<file path="src/rtl/id_pool_1w2r.sv">
// Free-ID pool: circular free-list preloaded with 0..depth-1, two allocate lanes
// (pop) and one return lane (push). Returned IDs become visible one cycle later.
module id_pool_1w2r #(
    parameter int depth  = 8,
    parameter int width  = 32,
    parameter int ptr_sz = $clog2(depth)
) (
    input  logic                   clk,
    input  logic                   rst_n,
    input  logic                   c_srdy,
    output logic                   c_drdy,
    input  logic [width-1:0]       c_data,
    output logic [1:0]             p_srdy,
    input  logic [1:0]             p_drdy,
    output logic [1:0][width-1:0]  p_data,
    output logic [ptr_sz:0]        usage
);
    localparam logic [ptr_sz:0] full_cnt = (ptr_sz+1)'(depth);
    localparam logic [ptr_sz:0] cnt_one  = (ptr_sz+1)'(1);
    localparam logic [ptr_sz:0] cnt_two  = (ptr_sz+1)'(2);

    logic [width-1:0]  mem [depth];
    logic [ptr_sz-1:0] rd_addr;
    logic [ptr_sz-1:0] wr_addr;
    logic [ptr_sz-1:0] rd_addr_p1;
    logic [ptr_sz:0]   count;
    logic [ptr_sz:0]   count_next;
    logic              empty;
    logic              full;
    logic              push;
    logic [1:0]        pop;
    logic [1:0]        npop;

    // Modulo-depth pointer advance; inc is at most 2, so one conditional subtract suffices.
    function automatic logic [ptr_sz-1:0] ptr_add(input logic [ptr_sz-1:0] ptr,
                                                  input logic [1:0] inc);
        logic [ptr_sz:0] sum;
        sum = {1'b0, ptr} + (ptr_sz+1)'(inc);
        if (sum >= full_cnt)
            sum = sum - full_cnt;
        return sum[ptr_sz-1:0];
    endfunction

    assign empty      = (count == '0);
    assign full       = (count == full_cnt);
    assign rd_addr_p1 = ptr_add(rd_addr, 2'd1);

    // Lane 1 takes the head when lane 0 does not accept, so it can drain the last ID.
    assign p_srdy = {(count >= cnt_two) | ((count == cnt_one) & ~p_drdy[0]), ~empty};

    assign p_data[0] = mem[rd_addr];
    assign p_data[1] = p_drdy[0] ? mem[rd_addr_p1] : mem[rd_addr];

    assign pop  = p_srdy & p_drdy;
    assign npop = {1'b0, pop[0]} + {1'b0, pop[1]};

    // No bypass: a full pool refuses returns even while an allocate fires.
    assign c_drdy = ~full;
    assign push   = c_srdy & c_drdy;

    assign count_next = count + (ptr_sz+1)'(push) - (ptr_sz+1)'(npop);
    assign usage      = count;

    always_ff @(posedge clk or negedge rst_n) begin
        if (!rst_n) begin
            rd_addr <= '0;
            wr_addr <= '0;
            count   <= full_cnt;
            for (int i = 0; i < depth; i++)
                mem[i] <= width'(i);
        end else begin
            rd_addr <= ptr_add(rd_addr, npop);
            count   <= count_next;
            if (push) begin
                mem[wr_addr] <= c_data;
                wr_addr      <= ptr_add(wr_addr, 2'd1);
            end
        end
    end
endmodule

</file>
<file path="config.mk">
export PLATFORM = sky130hd
export DESIGN_NAME = id_pool_1w2r
export DESIGN_NICKNAME = d
export VERILOG_FILES = /design/src/rtl/id_pool_1w2r.sv
export SDC_FILE = /design/constraint.sdc
export NUM_CORES = 1
export LEC_CHECK = 0
export CAP_MARGIN = 20
export CORE_ASPECT_RATIO = 1.1
export CORE_MARGIN = 8
export CORE_UTILIZATION = 30
export DETAILED_ROUTE_END_ITERATION = 8
export SYNTH_ARGS = -nofsm -noshare
export SYNTH_HDL_FRONTEND = slang
export SYNTH_SLANG_ARGS = --single-unit
</file>
<file path="constraint.sdc">
create_clock -name clk -period 3.1 [get_ports clk]
set_input_delay 0.62 -clock clk [delete_from_list [all_inputs] [get_ports clk]]
set_output_delay 0.62 -clock clk [all_outputs]
set_load 0.01 [all_outputs]
</file>
==> results of run 1 <==
cell usage in the layout, fill, tap and decap left out, drive strengths merged, types with 2 or more instances in the layout:
cell	instances
a31o	32
xnor2	2
nand4b	2
dlygate4sd2	2
dfrtp	253
xor2	4
nand2	7
clkbuf	57
dfstp	13
fa	2
nor2	4
clkdlybuf4s15	7
buf	186
inv	8
nor3b	2
a22oi	64
clkdlybuf4s50	41
or3	2
clkinv	6
mux2i	128
ha	11
mux2	288
and2	37
mux4	64
metrics by stage:
stage | power, mW | instance area, sq um | worst slack [ns]
after global routing | 30.1 | 19100 | -0.347
final | 28.5 | 19100 | -0.281
after CTS | 28.1 | 19000 | -0.285
after global placement | 21.8 | 16900 | 0.0529
after floorplan | 15.7 | 14500 | 0.267
after detailed placement | 22.0 | 16900 | 0.0458
path summary, 6_finish.rpt:
kind	start	end	slack, ns	depth (start not counted)
setup / recovery	rd_addr[0]	p_data[58]	-0.28	11
setup reg to reg	usage[2]	usage[2]	0.43	11
max in group asynchronous	rst_n	mem[24]	2.18	2
hold / removal	rst_n	mem[96]	0.04	1
hold reg to reg	mem[24]	mem[24]	0.52	1
min in group clk	mem[24]	mem[24]	0.52	1
where the power goes:
group,switching [mW],internal (mW)
sequential,1.42,5.33
clock,1.46,2.11
combinational,7.56,10.6
total,10.4,18.1
timing repair:
action,CTS,global route
resized for setup,334,50
hold buffers,0,0
gates cloned,12,1
setup buffers,43,13
setup endpoints to repair,64,58
pin swaps,30,22
registers in the layout, summed over array words and instances, names as in the netlist:
register and count:
usage 4, wr_addr 3, mem 256, rd_addr 3
cells by family after synthesis:
| family | after synthesis | synth area share, % |
|---|---|---|
| DFF | 266 | 46.2 |
| muxes | 480 | 41.3 |
| xor gates and xnor gates | 6 | 0.364 |
| AOI/OAI and AO/OA | 99 | 5.41 |
| and+or+nand+nor | 58 | 2.39 |
| adders and majority gates | 13 | 1.23 |
| buffers and inverters | 90 | 3.17 |
routing by layer:
layer	routed length, um	GRT usage [%]
met1	19400	20.4
met2	21900	26.8
met3	2300	3.00
met5	0	0
met4	1020	4.93
area by class of cell:
type                    instances  area [sq um]  share of cell area, %
diodes                          1          2.50                 0.0131
inverters                       8          30.0                  0.157
flip-flops and latches        266          6680                   34.9
well taps                     645           807                   4.22
clock inverters                 8          75.1                  0.393
multi-input cells             656          7710                   40.3
clock buffers                  48           920                   4.81
repair buffers                245          2890                   15.1
==> impl_metrics.toml, run 1 <==
[run_status]
outcome = "complete, but fails checks"
violations = "setup timing"

[flow_run]
total_of_max_cap_violations = 0

[global_route]
largest_net_degree_at_the_start_of_global_routing = 79
grt_use_total_pct = 15.9
number_of_antenna_violations_at_the_first_check_in_global_routing = 2
grt_pass1_wl_um = 67700
globalRouteOverflowTotal = 0
first_global_vias = 10600

[cts]
cts_max_path_buffers = 3
tritoncts.num_buffers = 31
htreeDepth = 1
clk-insertion-delay-late_ns = 0.57
clk_transition_reported_paths_ns = 0.06
sinks_on_clock_net = 266
clock_tree_from_tritoncts = "done"
clock_tree.root_cell = "sky130_fd_sc_hd__clkbuf_16"

[sta]
report.final.slew_viol_count = 0
timing.slew.headroom_pct = 54.3
fin_hold_ws_ns = 0.0381
layout_worst_path_cycle_share_pct = 109
finClkSkew_ns = 0.0188
report.final.setup_viol = 35
tightest_slew_ns = 0.685
timing.final.hold_violations = 0
rsz_0062_raised_after_global_routing = "yes"
setup_total_negative_slack_ns = -7.06
fin_crit_ns = 3.38
max_freq_mhz = 296
postLayoutSetupSlackWorst_ns = -0.281

[yosys]
yosys.cell_count.top_type = "sky130_fd_sc_hd__mux2_2"
synth_edf_count = 0
netlist_instances = 1012
synth.yosys.seq_area_share_pct = 46.2
synth.ff_latch_count = 266
synth_area_leaders = "sky130_fd_sc_hd__dfrtp_1 (44%), sky130_fd_sc_hd__mux2_2 (22%), sky130_fd_sc_hd__mux4_2 (10%)"
syn_nets = 1062
synth_area_sq_um = 14500
yosys.area.top_type_share_pct = 43.8
synthTopCellsByCount = "sky130_fd_sc_hd__mux2_2 (276), sky130_fd_sc_hd__dfrtp_1 (253), sky130_fd_sc_hd__mux2i_1 (128)"
synthesis.area_per_instance_sq_um = 14.3
synth.largest_area_cell = "sky130_fd_sc_hd__dfrtp_1"
ys_warn_count = 0
async_reset_ff_share_pct = 100
ys.flop_type = "sky130_fd_sc_hd__dfrtp_1"
netlist-cell-type-count = 33

[final_layout]
finish.cell_count_without_fillers = 1877
num-fill-cells = 4520
fin_util_pct = 40.1
final_net_count = 1258
post_route_cells_drive_above_1_share_pct = 54.0
area_overhead_vs_synth_pct = 32.2

[pwr]
ir_worst_vdd_mv = 0.676
cell_pwr_density_nw_per_um2 = 1490
power.static_leakage_nw = 8.23

[setup_path]
critical-path-top-cell-by-count = "sky130_fd_sc_hd__buf_12"
critPathSlowestCell = "sky130_fd_sc_hd__dfrtp_4"
setup.worst_path.start_class = "register"
crit_arrival_ns = 2.76
critPathMaxStageDelay_ns = 0.51
cp_num_buf_inv = 7
cp_cell_sequence = "buf_12 -> ha_4 -> buf_12 -> buf_12 -> buf_16 -> buf_8 -> buf_6 -> mux2i_1 -> a22oi_1 -> a31o_2 -> buf_6"
worstPathRequired_ns = 2.48
critPathCaptureType = "output pin"
crit_path_max_fo = 6
worst_path_dominant_cell_family = "buffers and inverters"
criticalPathCategory = "reg2out"

[floorplan]
row_count = 84
effective_utilization_at_floorplan_pct = 30.3
die-width_um = 225
die_h_um = 246
core_area_sq_um = 47700
top_level_i_o_count = 108
floorplan.die_area_sq_um = 55500

[hold_path]
hold_path.class = "in2async"

[drt]
totalWireLength_um = 44600
drtAntennaViolNets = 0
avgViaCountPerCell = 5.21
drt_pass1_iterations = 4
initialDrtViolationCount = 459
remaining_drc_errors = 0
wl_per_cell_um = 23.8
vias = 9779

[place]
place.detailed.hpwl_um = 26000
numPlacedInstances = 1757
port_buffers = 107
gp_congestion = 0.757
No activity file was read; power rests on OpenSTA's default activity.
==> run 2: changes to the inputs <==
--- a/config.mk
+++ b/config.mk
@@ -7,7 +7,7 @@
 export LEC_CHECK = 0
 export CAP_MARGIN = 20
 export CORE_ASPECT_RATIO = 1.1
-export CORE_MARGIN = 8
+export CORE_MARGIN = 10
 export CORE_UTILIZATION = 30
 export DETAILED_ROUTE_END_ITERATION = 8
 export SYNTH_ARGS = -nofsm -noshare
==> impl_metrics.toml, run 2 (synthesis results as in run 1) <==
[cts]
clock_tree_from_tritoncts = "done"
clk_transition_reported_paths_ns = 0.06
tritoncts.num_buffers = 30
post_cts_hold_buffer_count = 0
htreeDepth = 1
sinks_on_clock_net = 266
clk-insertion-delay-late_ns = 0.57
cts_max_path_buffers = 3
clock_tree.root_cell = "sky130_fd_sc_hd__clkbuf_16"

[global_route]
largest_net_degree_at_the_start_of_global_routing = 81
first_global_vias = 10500
globalRouteOverflowTotal = 0
grt_use_total_pct = 14.9
number_of_antenna_violations_at_the_first_check_in_global_routing = 2
grt_pass1_wl_um = 67000

[final_layout]
num-fill-cells = 4517
post_route_cells_drive_above_1_share_pct = 52.7
design_area_sq_um = 18800
largest_register_ffs = 256
finish.cell_count_without_fillers = 1854
final_net_count = 1235
max_flop_register = "mem"
mostFrequentLayoutCells = "sky130_fd_sc_hd__mux2_2 (250), sky130_fd_sc_hd__dfrtp_1 (250), sky130_fd_sc_hd__mux2i_1 (121), sky130_fd_sc_hd__mux4_2 (64), sky130_fd_sc_hd__a22oi_1 (59)"
area_overhead_vs_synth_pct = 30.1

[pwr]
power.static_leakage_nw = 8.09
ir_worst_vdd_mv = 0.686
cell_pwr_density_nw_per_um2 = 1490
report.power.total_mw = 28.1

[drt]
drt_pass1_iterations = 6
avgViaCountPerCell = 5.18
vias = 9597
totalWireLength_um = 43600
remaining_drc_errors = 0
wl_per_cell_um = 23.5
drtAntennaViolNets = 0
initialDrtViolationCount = 498

[sta]
fin_crit_ns = 3.31
rsz_0062_raised_after_global_routing = "yes"
report.final.setup_viol = 34
timing.final.hold_violations = 0
report.final.slew_viol_count = 0
timing.slew.headroom_pct = 52.7
layout_worst_path_cycle_share_pct = 107
finClkSkew_ns = 0.00824
max_freq_mhz = 302
postLayoutSetupSlackWorst_ns = -0.208
tightest_slew_ns = 0.710

[setup_path]
criticalPathCategory = "reg2out"
worst_path_dominant_cell_family = "multiplexers"
timing.critical_path.from = "rd_addr[0]"
setup.worst_path.start_class = "register"
critPathCaptureType = "output pin"
crit_arrival_ns = 2.69
critPathMaxStageDelay_ns = 0.51
critPathSlowestCell = "sky130_fd_sc_hd__dfrtp_4"
rr_startpoint = "usage[2]"
worstPathRequired_ns = 2.48
reg2reg_end = "usage[2]"
worst-r2r-setup-slack_ns = 0.34
crit_path_max_fo = 5
cp_num_buf_inv = 4
ff2ff_path_depth = 11
critical-path-top-cell-by-count = "sky130_fd_sc_hd__buf_12"
cp_cell_sequence = "buf_8 -> buf_12 -> buf_12 -> mux4_2 -> mux2_4 -> and2_4 -> a31o_1 -> buf_6"

[hold_path]
hold_path.class = "in2async"

[place]
numPlacedInstances = 1760
place.detailed.hpwl_um = 26400
port_buffers = 107
placed_cell_area_sq_um = 16900
gp_congestion = 0.766

[run_status]
outcome = "complete, but fails checks"
violations = "setup timing"

[floorplan]
core_area_sq_um = 47700
die-width_um = 229
row_count = 84
effective_utilization_at_floorplan_pct = 30.3
floorplan.die_area_sq_um = 57400
top_level_i_o_count = 108
die_h_um = 250

[flow_run]
total_of_max_cap_violations = 0
## run 2: changes by cell type in the layout (fill, tap and decap cells not counted), sizes merged
cell	delta
clkinvlp	-1
bufinv	+2
buf	-12
clkbuf	-10
inv	+1
dlygate4sd2	+2
clkinv	-2
clkdlybuf4s15	-3
## run 2: worst max-delay path by stage
| stage | endpoint | slack [ns] | depth (start not counted) |
|---|---|---|---|
| 6_report | p_data[55] | -0.21 | 8 |
| 3_3_place_gp | p_data[63] | 0.02 | 6 |
| 5_1_grt | p_data[45] | -0.31 | 9 |
| 2_1_floorplan | usage[2] | 0.27 | 10 |
| 3_5_place_dp | p_data[63] | 0.01 | 6 |
| 4_1_cts | p_data[43] | -0.27 | 8 |
## run 2: area by class of cell
cell class	instances	area [sq um]	area share (%)
Multi-Input combinational cell	656	7690	40.9
Tap cell	645	807	4.29
Sequential cell	266	6680	35.5
Clock buffer	47	916	4.87
Clock inverter	8	123	0.652
Inverter	8	30.0	0.160
Antenna cell	1	2.50	0.0133
Timing Repair Buffer	223	2560	13.6
## run 2: report_power, final
part / switching, mW / total, mW / internal [mW] / leakage (nW)
registers: 1.40 / 6.73 / 5.33 / 3.18
clock network: 1.45 / 3.72 / 2.26 / 0.512
logic: 7.31 / 17.6 / 10.3 / 4.40
total: 10.2 / 28.1 / 17.9 / 8.09
## run 2: through the flow
stage	TNS, ns	setup WS (ns)	hold slack (ns)	util [%]
5_1_grt	-7.87	-0.313	0.103	39.4
2_1_floorplan	0	0.267	0.324	-
6_report	-4.87	-0.208	0.0524	39.4
3_5_place_dp	0	0.0120	0.504	35.5
3_3_place_gp	0	0.0211	0.497	35.5
4_1_cts	-6.85	-0.273	0.0822	39.3
## run 2: metal layers
metal / vias to the layer above / GRT usage [%] / share of wire, %
li1: 4208 / - / -
met3: 64 / 2.77 / 5.2
met4: 2 / 3.77 / 2.1
met1: 5095 / 19.2 / 43
met2: 228 / 25.4 / 49
met5: - / 0 / 0.030
## run 2: repair_timing
action | CTS | global route
setup endpoints to repair | 64 | 46
gates cloned | 9 | 0
setup buffers | 33 | 10
gates resized for setup | 346 | 45
pin swaps | 37 | 21
